<file path="src/rtl/router_pkg.sv">
// Shared constants for the 1x3 router packet-sequencing controller:
// state encoding, the invalid header address and the FIFO count.
package router_pkg;

    // Number of destination FIFOs behind the router
    localparam int FIFO_COUNT = 3;

    // Header address value that selects no FIFO
    localparam logic [1:0] ADDR_INVALID = 2'b11;

    // Binary state encoding, kept as plain constants for legacy tools
    typedef logic [2:0] state_t;
    localparam state_t ST_DA  = 3'd0;  // DECODE_ADDRESS
    localparam state_t ST_LFD = 3'd1;  // LOAD_FIRST_DATA
    localparam state_t ST_LD  = 3'd2;  // LOAD_DATA
    localparam state_t ST_FFS = 3'd3;  // FIFO_FULL_STATE
    localparam state_t ST_LAF = 3'd4;  // LOAD_AFTER_FULL
    localparam state_t ST_LP  = 3'd5;  // LOAD_PARITY
    localparam state_t ST_CPE = 3'd6;  // CHECK_PARITY_ERROR
    localparam state_t ST_WTE = 3'd7;  // WAIT_TILL_EMPTY

    // Pick the per-FIFO flag for an address; the invalid address selects nothing
    function automatic logic fifo_bit(input logic [FIFO_COUNT-1:0] flags,
                                      input logic [1:0]            addr);
        logic r_bit;
        case (addr)
            2'd0:    r_bit = flags[0];
            2'd1:    r_bit = flags[1];
            2'd2:    r_bit = flags[2];
            default: r_bit = 1'b0;
        endcase
        return r_bit;
    endfunction

endpackage

</file>
<file path="src/rtl/router_fsm_if.sv">
// Signal bundle between the router FSM and its surroundings
// (register/parity block, router_sync and the packet source).
interface router_fsm_if;

    // Inputs to the FSM
    logic       pkt_valid;
    logic [1:0] data_in;
    logic       parity_done;
    logic       low_pkt_valid;
    logic       fifo_full;
    logic       fifo_empty_0;
    logic       fifo_empty_1;
    logic       fifo_empty_2;
    logic       soft_reset_0;
    logic       soft_reset_1;
    logic       soft_reset_2;

    // Strobes produced by the FSM
    logic       detect_add;
    logic       lfd_state;
    logic       ld_state;
    logic       laf_state;
    logic       full_state;
    logic       write_enb_reg;
    logic       rst_int_reg;
    logic       busy;
    logic       drop_pkt;

    // FSM side
    modport slave (
        input  pkt_valid, data_in, parity_done, low_pkt_valid, fifo_full,
               fifo_empty_0, fifo_empty_1, fifo_empty_2,
               soft_reset_0, soft_reset_1, soft_reset_2,
        output detect_add, lfd_state, ld_state, laf_state, full_state,
               write_enb_reg, rst_int_reg, busy, drop_pkt
    );

    // Environment side
    modport master (
        output pkt_valid, data_in, parity_done, low_pkt_valid, fifo_full,
               fifo_empty_0, fifo_empty_1, fifo_empty_2,
               soft_reset_0, soft_reset_1, soft_reset_2,
        input  detect_add, lfd_state, ld_state, laf_state, full_state,
               write_enb_reg, rst_int_reg, busy, drop_pkt
    );

endinterface

</file>
<file path="src/rtl/router_fsm.sv">
// Packet-sequencing controller for the 1x3 router. Decodes the header
// address, waits for the destination FIFO to drain, then walks the datapath
// through header, payload, full-stall, parity load and parity check.
// All strobes are Moore outputs decoded from the state register.
// Optional: define ROUTER_FSM_WAIT_TIMEOUT_EN to abandon a packet that has
// waited WAIT_TIMEOUT cycles for its FIFO to empty (drop_pkt pulses once).
module router_fsm
    import router_pkg::*;
#(
    parameter int WAIT_TIMEOUT = 64
) (
    input  logic        clock,
    input  logic        reset,
    router_fsm_if.slave bus
);

    state_t                  r_state;
    state_t                  w_next_state;
    logic [1:0]              r_addr_q;
    logic [FIFO_COUNT-1:0]   w_empty_vec;
    logic [FIFO_COUNT-1:0]   w_soft_vec;
    logic                    w_hdr_empty;
    logic                    w_addr_empty;
    logic                    w_addr_soft;
    logic                    w_timeout;
    logic                    w_drop_next;

    assign w_empty_vec  = {bus.fifo_empty_2, bus.fifo_empty_1, bus.fifo_empty_0};
    assign w_soft_vec   = {bus.soft_reset_2, bus.soft_reset_1, bus.soft_reset_0};
    assign w_hdr_empty  = fifo_bit(w_empty_vec, bus.data_in);
    assign w_addr_empty = fifo_bit(w_empty_vec, r_addr_q);
    assign w_addr_soft  = fifo_bit(w_soft_vec, r_addr_q);

`ifdef ROUTER_FSM_WAIT_TIMEOUT_EN
    localparam logic [7:0] TIMEOUT_LAST = 8'(WAIT_TIMEOUT - 1);

    logic [7:0] r_timer;
    logic       r_drop_pkt;

    assign w_timeout = (r_timer == TIMEOUT_LAST);

    // Count cycles spent waiting for the destination FIFO to empty
    always_ff @(posedge clock or posedge reset) begin
        if (reset) begin
            r_timer <= 8'd0;
        end else if (r_state != ST_WTE && w_next_state == ST_WTE) begin
            r_timer <= 8'd0;
        end else if (r_state == ST_WTE) begin
            r_timer <= r_timer + 8'd1;
        end
    end

    // Register the one-cycle drop indication for an abandoned packet
    always_ff @(posedge clock or posedge reset) begin
        if (reset) begin
            r_drop_pkt <= 1'b0;
        end else begin
            r_drop_pkt <= w_drop_next;
        end
    end

    assign bus.drop_pkt = r_drop_pkt;
`else
    // Without the timeout the wait is unbounded and nothing is ever dropped
    logic [8:0] w_unused_cfg;

    assign w_timeout    = 1'b0;
    assign w_unused_cfg = {w_drop_next, 8'(WAIT_TIMEOUT - 1)};
    assign bus.drop_pkt = 1'b0;
`endif

    // Next-state selection; a soft reset of the active FIFO overrides everything
    always_comb begin
        // NOTE: defaults first so every path assigns and no latch is inferred
        w_next_state = r_state;
        w_drop_next  = 1'b0;
        case (r_state)
            ST_DA: begin
                if (bus.pkt_valid && bus.data_in != ADDR_INVALID) begin
                    w_next_state = w_hdr_empty ? ST_LFD : ST_WTE;
                end
            end
            ST_LFD: w_next_state = ST_LD;
            ST_LD: begin
                if (bus.fifo_full) begin
                    w_next_state = ST_FFS;
                end else if (!bus.pkt_valid) begin
                    w_next_state = ST_LP;
                end
            end
            ST_FFS: begin
                if (!bus.fifo_full) begin
                    w_next_state = ST_LAF;
                end
            end
            ST_LAF: begin
                if (bus.parity_done) begin
                    w_next_state = ST_DA;
                end else if (bus.low_pkt_valid) begin
                    w_next_state = ST_LP;
                end else begin
                    w_next_state = ST_LD;
                end
            end
            ST_LP:  w_next_state = ST_CPE;
            ST_CPE: w_next_state = bus.fifo_full ? ST_FFS : ST_DA;
            ST_WTE: begin
                if (w_addr_empty) begin
                    w_next_state = ST_LFD;
                end else if (w_timeout) begin
                    w_next_state = ST_DA;
                    w_drop_next  = 1'b1;
                end
            end
            default: w_next_state = ST_DA;
        endcase
        if (r_state != ST_DA && w_addr_soft) begin
            w_next_state = ST_DA;
            w_drop_next  = 1'b0;
        end
    end

    // State register and header-address latch
    always_ff @(posedge clock or posedge reset) begin
        if (reset) begin
            r_state  <= ST_DA;
            r_addr_q <= 2'd0;
        end else begin
            // NOTE: non-blocking updates so every register samples pre-edge values
            r_state <= w_next_state;
            if (r_state == ST_DA && w_next_state != ST_DA) begin
                r_addr_q <= bus.data_in;
            end
        end
    end

    assign bus.detect_add    = (r_state == ST_DA);
    assign bus.lfd_state     = (r_state == ST_LFD);
    assign bus.ld_state      = (r_state == ST_LD);
    assign bus.laf_state     = (r_state == ST_LAF);
    assign bus.full_state    = (r_state == ST_FFS);
    assign bus.write_enb_reg = (r_state == ST_LD) || (r_state == ST_LP) || (r_state == ST_LAF);
    assign bus.rst_int_reg   = (r_state == ST_CPE);
    assign bus.busy          = (r_state != ST_DA) && (r_state != ST_LD);

endmodule
</file>
<file path="src/flat_wrapper.sv">
// flat-port wrapper written by rule: the top's interface ports become plain ports
module router_fsm_flat import router_pkg::*;
#(
    parameter int WAIT_TIMEOUT = 64
)
  (clock, reset, bus_pkt_valid, bus_data_in, bus_parity_done, bus_low_pkt_valid, bus_fifo_full, bus_fifo_empty_0, bus_fifo_empty_1, bus_fifo_empty_2, bus_soft_reset_0, bus_soft_reset_1, bus_soft_reset_2, bus_detect_add, bus_lfd_state, bus_ld_state, bus_laf_state, bus_full_state, bus_write_enb_reg, bus_rst_int_reg, bus_busy, bus_drop_pkt);
  router_fsm_if bus_i ();
  input  logic clock;
  input  logic reset;
  input wire logic [$bits(bus_i.pkt_valid)-1:0] bus_pkt_valid;
  input wire logic [$bits(bus_i.data_in)-1:0] bus_data_in;
  input wire logic [$bits(bus_i.parity_done)-1:0] bus_parity_done;
  input wire logic [$bits(bus_i.low_pkt_valid)-1:0] bus_low_pkt_valid;
  input wire logic [$bits(bus_i.fifo_full)-1:0] bus_fifo_full;
  input wire logic [$bits(bus_i.fifo_empty_0)-1:0] bus_fifo_empty_0;
  input wire logic [$bits(bus_i.fifo_empty_1)-1:0] bus_fifo_empty_1;
  input wire logic [$bits(bus_i.fifo_empty_2)-1:0] bus_fifo_empty_2;
  input wire logic [$bits(bus_i.soft_reset_0)-1:0] bus_soft_reset_0;
  input wire logic [$bits(bus_i.soft_reset_1)-1:0] bus_soft_reset_1;
  input wire logic [$bits(bus_i.soft_reset_2)-1:0] bus_soft_reset_2;
  output wire logic [$bits(bus_i.detect_add)-1:0] bus_detect_add;
  output wire logic [$bits(bus_i.lfd_state)-1:0] bus_lfd_state;
  output wire logic [$bits(bus_i.ld_state)-1:0] bus_ld_state;
  output wire logic [$bits(bus_i.laf_state)-1:0] bus_laf_state;
  output wire logic [$bits(bus_i.full_state)-1:0] bus_full_state;
  output wire logic [$bits(bus_i.write_enb_reg)-1:0] bus_write_enb_reg;
  output wire logic [$bits(bus_i.rst_int_reg)-1:0] bus_rst_int_reg;
  output wire logic [$bits(bus_i.busy)-1:0] bus_busy;
  output wire logic [$bits(bus_i.drop_pkt)-1:0] bus_drop_pkt;
  assign bus_i.pkt_valid = bus_pkt_valid;
  assign bus_i.data_in = bus_data_in;
  assign bus_i.parity_done = bus_parity_done;
  assign bus_i.low_pkt_valid = bus_low_pkt_valid;
  assign bus_i.fifo_full = bus_fifo_full;
  assign bus_i.fifo_empty_0 = bus_fifo_empty_0;
  assign bus_i.fifo_empty_1 = bus_fifo_empty_1;
  assign bus_i.fifo_empty_2 = bus_fifo_empty_2;
  assign bus_i.soft_reset_0 = bus_soft_reset_0;
  assign bus_i.soft_reset_1 = bus_soft_reset_1;
  assign bus_i.soft_reset_2 = bus_soft_reset_2;
  assign bus_detect_add = bus_i.detect_add;
  assign bus_lfd_state = bus_i.lfd_state;
  assign bus_ld_state = bus_i.ld_state;
  assign bus_laf_state = bus_i.laf_state;
  assign bus_full_state = bus_i.full_state;
  assign bus_write_enb_reg = bus_i.write_enb_reg;
  assign bus_rst_int_reg = bus_i.rst_int_reg;
  assign bus_busy = bus_i.busy;
  assign bus_drop_pkt = bus_i.drop_pkt;
  router_fsm #(.WAIT_TIMEOUT(WAIT_TIMEOUT)) u_core (.clock(clock), .reset(reset), .bus(bus_i));
endmodule
</file>
<file path="config.mk">
export PLATFORM = sky130hd
export DESIGN_NAME = router_fsm_flat
export DESIGN_NICKNAME = d
export VERILOG_FILES = /design/src/rtl/router_pkg.sv /design/src/rtl/router_fsm_if.sv /design/src/rtl/router_fsm.sv /design/src/flat_wrapper.sv
export SDC_FILE = /design/constraint.sdc
export NUM_CORES = 1
export LEC_CHECK = 0
export ABC_CLOCK_PERIOD_IN_PS = 1500
export CORE_MARGIN = 4
export CORE_UTILIZATION = 37
export CTS_BUF_LIST = sky130_fd_sc_hd__clkbuf_4
export CTS_CLUSTER_DIAMETER = 80
export DETAILED_ROUTE_END_ITERATION = 8
export MAX_ROUTING_LAYER = met4
export PLACE_DENSITY = 0.73
export REMOVE_ABC_BUFFERS = 1
export SYNTH_ARGS = -nofsm -noshare
export SYNTH_HDL_FRONTEND = slang
export SYNTH_SLANG_ARGS = --single-unit
export TNS_END_PERCENT = 50
</file>
<file path="constraint.sdc">
create_clock -name clock -period 1.5 [get_ports clock]
set_clock_uncertainty 0.2 [all_clocks]
set_input_delay 0.3 -clock clock [delete_from_list [all_inputs] [get_ports clock]]
set_output_delay 0.3 -clock clock [all_outputs]
set_load 0.01 [all_outputs]
</file>
### Yosys cells after proc, flatten, opt, wreduce, memory -nomap -nowiden

Index checks and enable logic that the tools add are counted.

* flip-flop bits (word level): 5
* bits of input ports: 14

* reduce and logical (&&, ||, !) cells: 11
* multiplexer cells: 14
* equal/unequal tests: 13

Operators with widths (count)
* $mux W3: 9
* $pmux W3 S8: 1
* $eq A3 B3 Y1 const B: 4
* $pmux W1 S3: 3
* $eq A3 B2 Y1 const B: 2
* $reduce_bool A3 Y1: 2
* $eq A2 B1 Y1 const B: 2
* $eq A2 B2 Y1 const B: 2
* $logic_and A1 B1 Y1: 4
* $logic_not A2 Y1: 2
* $eq A3 B1 Y1 const B: 1
* $logic_not A3 Y1: 1
* $ne A3 B2 Y1 const B: 1
* $logic_or A1 B1 Y1: 2
* $mux W2: 1
* $ne A2 B2 Y1 const B: 1

### Longest topological paths before layout

* depth in word-level cells: 8
* mapped depth: 5
* mapped depth without buffers: 4

### Worst setup path after synthesis

Ideal clock, no wire load.

* path type: flip-flop to output port
* start: reg u_core.r_state[0]
* end: out bus_write_enb_reg
* arrival time: 1177 ps
* path slack: -177 ps
* cell stages (with the launch flop): 5
* data required time: 1000 ps
* cell sequence: dfrtp_1 > buf_6 > or2_1 > nor2_1 > a21o_1

* word-level cells in the longest chain between the ends: 3
* elaborated cells between the ends (all ways): 5
* classes of those cells: eq/ne: 3; reduce/logical: 2

Ends and longest elaborated chain
* start, declared: RTL line router_fsm.sv:17 `state_t r_state;`
* start signal, assigned: RTL line router_fsm.sv:130 `r_state <= w_next_state;`
* $eq A3 B2 Y1
* net bus_ld_state: RTL line flat_wrapper.sv:23 `output wire logic [$bits(bus_i.ld_state)-1:0] bus_ld_state;`
* $logic_or A1 B1 Y1 (2 in a row): RTL line router_fsm.sv:142 `assign bus.write_enb_reg = (r_state == ST_LD) || (r_state == ST_LP) || (r_state == ST_LAF);`
* end, declared: RTL line flat_wrapper.sv:26 `output wire logic [$bits(bus_i.write_enb_reg)-1:0] bus_write_enb_reg;`

The timed path passes the listed nets, and every way through them passes these cells.

### Final worst setup path

* start: reg u_core.r_state[0]
* end: out bus_write_enb_reg

* word-level cells in the longest chain between the ends: 3
* elaborated cells between the ends (all ways): 5
* classes of those cells: eq/ne: 3; reduce/logical: 2

Ends and longest elaborated chain (RTL line)
* $eq A3 B2 Y1 / $eq A3 B3 Y1 (equally long branches): router_fsm.sv:142
* $logic_or A1 B1 Y1: router_fsm.sv:142
* $logic_or A1 B1 Y1 *: router_fsm.sv:142

Mark *: on every way between the ends. The rest lies on a longest branch, timed or not.

==> metrics.csv <==
stage;metric;value;unit
die;core;0.00117;mm²
setup_path;crit_type;reg2out;
cts;clk_transition_reported_paths;0.04;ns
power;p_switching;0.695;mW
die;initial_core_util;0.411;
sta;fmax;0.579;GHz
sta;setup_tns;-1.56;ns
cts;cts_tree;yes;
layout;antenna_cells;0;
cts;insertion_delay;0.23;ns
global_route;grt_pass1_vias;549;
route;first_pass_iters;6;
die;die_h;44.1;µm
setup_path;worstReg2RegStart;u_core.r_state[0];
cts;clockBufferDepth;2;
global_route;grt_max_degree;7;
route;via_count;599;
power;clkPwrFrac;0.099;
cts;ctsHtreeMaxLevel;1;
global_route;grt.total_usage;0.166;
layout;syn_to_final_growth;84.2;%
route;post-route-drc-count;0;
power;fin_total_pwr;1.72;mW
run_status;status;complete, but fails checks;
sta;slew_violations;0;
cts;cts_inserted_buffers;3;
synth;yosysSeqAreaShare;0.260;
cts;cts_root_buf;clkbuf_4;
synth;synth_top_area_share;0.260;
global_route;grt_overflow;0;
die;rows;12;
synth;synth_edf_count;0;
die;dieArea;0.00194;mm²
synth;synthTopCellsByArea;dfrtp_1, mux2i_1, buf_6, a21oi_1, nor2_1;
route;wirelength;1650;µm
power;seq_power_share;0.170;
route;routedWlPerCell;14.6;µm
sta;fin_hold_ws;0.0623;ns
synth;syn_area;482;µm²
setup_path;startpoint_type;register;
sta;fin_ws;-0.226;ns
power;pwr_density_cell;1940;mW/mm²
die;die_width;44.1;µm
synth;netlist_instances;57;
synth;ys.flop_type;dfrtp_1;
setup_path;cp_top_family;flip-flops;
setup_path;crit_chain;or2_1 > nor2_2 > a21o_1 > buf_2;
global_route;antenna_found_initial;0;
power;swShare;0.404;
setup_path;cp.arrival;1.23;ns
cts;cts.sinks;5;
power;p_comb_frac;0.731;
setup_path;startpoint;u_core.r_state[0];
setup_path;cp_max_fo;3;
layout;regArea;128;µm²
run_status;violations;setup timing;
synth;synth_top_cell_by_area;dfrtp_1;
route;vias_per_cell;5.30;
setup_path;cpMaxStageDelayCell;dfrtp_1;
placed_design;numPortBuffers;21;
synth;async_flop_share;1.00;
layout;multiInputGateArea;347;µm²
flow_run;maxCapViolations;0;
synth;yosys_warnings;0;
synth;synthTopCellsByCount;dfrtp_1, nor2_1, a21oi_1, inv_1, mux2i_1;
sta;hold_viol;0;
global_route;grt_pass1_wl;2370;µm
layout;nets;114;
sta;period_share;1.15;
setup_path;max_stage_delay;0.42;ns
power;leakagePower;0.429;nW
die;io_pins;23;
min_path;hold_path.class;in2async;
synth;syn_area_per_cell;8.45;µm²
route;drtIter0Drc;11;
setup_path;path_buf_inv;1;
setup_path;crit_required;1.00;ns
route;ant_nets;0;
sta;min_period;1.73;ns
synth;ys_ff_latch;5;
layout;n_fill_cell;82;
placed_design;gp_congestion;0.794;
synth;synth_cell_type_count;32;
power;vdd_drop_max;0.00138;V
sta;rsz0062_at_grt;yes;
placed_design;post-place-ws;-0.397;ns
placed_design;place_hpwl;1200;µm
layout;drive_gt1_frac;0.495;
setup_path;crit_path_end_kind;primary output;
cts;ctsHoldBuffers;0;
sta;setup_viol;12;
power;intPower;1.02;mW
[per-stage QoR]
step | cells | util | instance area (µm²)
after floorplan | 53 | - | 444
after global placement | 104 | 0.676 | 792
after detailed placement | 104 | 0.676 | 792
after CTS | 111 | 0.719 | 842
after global routing | 113 | 0.757 | 887
final | 113 | 0.757 | 887
[cells in the final DEF, fill, tap and decap left out, types with 3 or more instances in the layout]
cell type,Yosys,routed
buf_2,0,7
a21oi_1,4,4
clkdlybuf4s50_1,0,11
buf_4,2,16
buf_6,2,6
clkbuf_4,0,4
dfrtp_1,5,3
nor2_1,5,3
mux2i_1,3,3
[state kept, by name, indices dropped and copies added, names as in the netlist]
| name | cells |
|---|---|
| u_core.r_state | 3 |
| u_core.r_addr_q | 2 |
[layout make-up]
type | count | area share
sequential | 5 | 0.144
inverter | 4 | 0.0169
clock buffer | 4 | 0.0339
multi-input combinational | 44 | 0.391
tap | 14 | 0.0197
timing repair buffer | 42 | 0.395
[path summary, 6_finish.rpt]
kind	slack, ns	end	cells after the start
hold reg to reg	0.41	u_core.r_addr_q[0]	2
setup / recovery	-0.23	bus_write_enb_reg	4
hold / removal	0.06	u_core.r_addr_q[0]	2
setup reg to reg	-0.11	u_core.r_addr_q[0]	6
max in group asynchronous	0.86	u_core.r_state[1]	2
min in group clock	0.41	u_core.r_addr_q[0]	2
[power by group through the flow]
stage	Combinational [mW]	Clock (mW)	Sequential, mW
2_1_floorplan	0.469	0	0.308
3_3_place_gp	1.04	0	0.279
3_5_place_dp	1.06	0	0.280
4_1_cts	1.12	0.168	0.281
5_1_grt	1.34	0.180	0.299
6_report	1.26	0.169	0.293
[routing by layer]
| metal | vias to the layer above | share of wire | wire length (µm) | track usage |
|---|---|---|---|---|
| li1 | 288 | - | - | - |
| met1 | 281 | 0.39 | 648 | 0.206 |
| met4 | 0 | 0.024 | 40 | 0.0542 |
| met3 | 4 | 0.066 | 108 | 0 |
| met5 | - | 0 | 0 | - |
| met2 | 26 | 0.51 | 847 | 0.291 |
[worst reg2reg max path, stage by stage (launching register included)]
cell	delay, ns
dfrtp_1	0.42
buf_6	0.15
nor3_4	0.19
buf_6	0.13
nand2_4	0.06
or2_0	0.22
a21oi_1	0.16
[logic make-up (layout without fill, tap and decap cells)]
group                  count (synthesis)  in the layout  synth area share
DFF                                    5              5             0.260
buffers and inverters                  8             50             0.109
other                                  1              1           0.00778
and+or+nand+nor                       21             21             0.262
AOI/OAI and AO/OA                     18             18             0.268
muxes                                  4              4            0.0935
[timing repair]
| action | CTS | global route |
|---|---|---|
| endpoints found under the setup margin | 13 | 13 |
| endpoints found under the hold margin | 0 | 0 |
| setup buffers | 3 | 2 |
| pin swaps | 5 | 4 |
| gates resized for setup | 47 | 7 |
No activity file was read; power rests on OpenSTA's default activity.
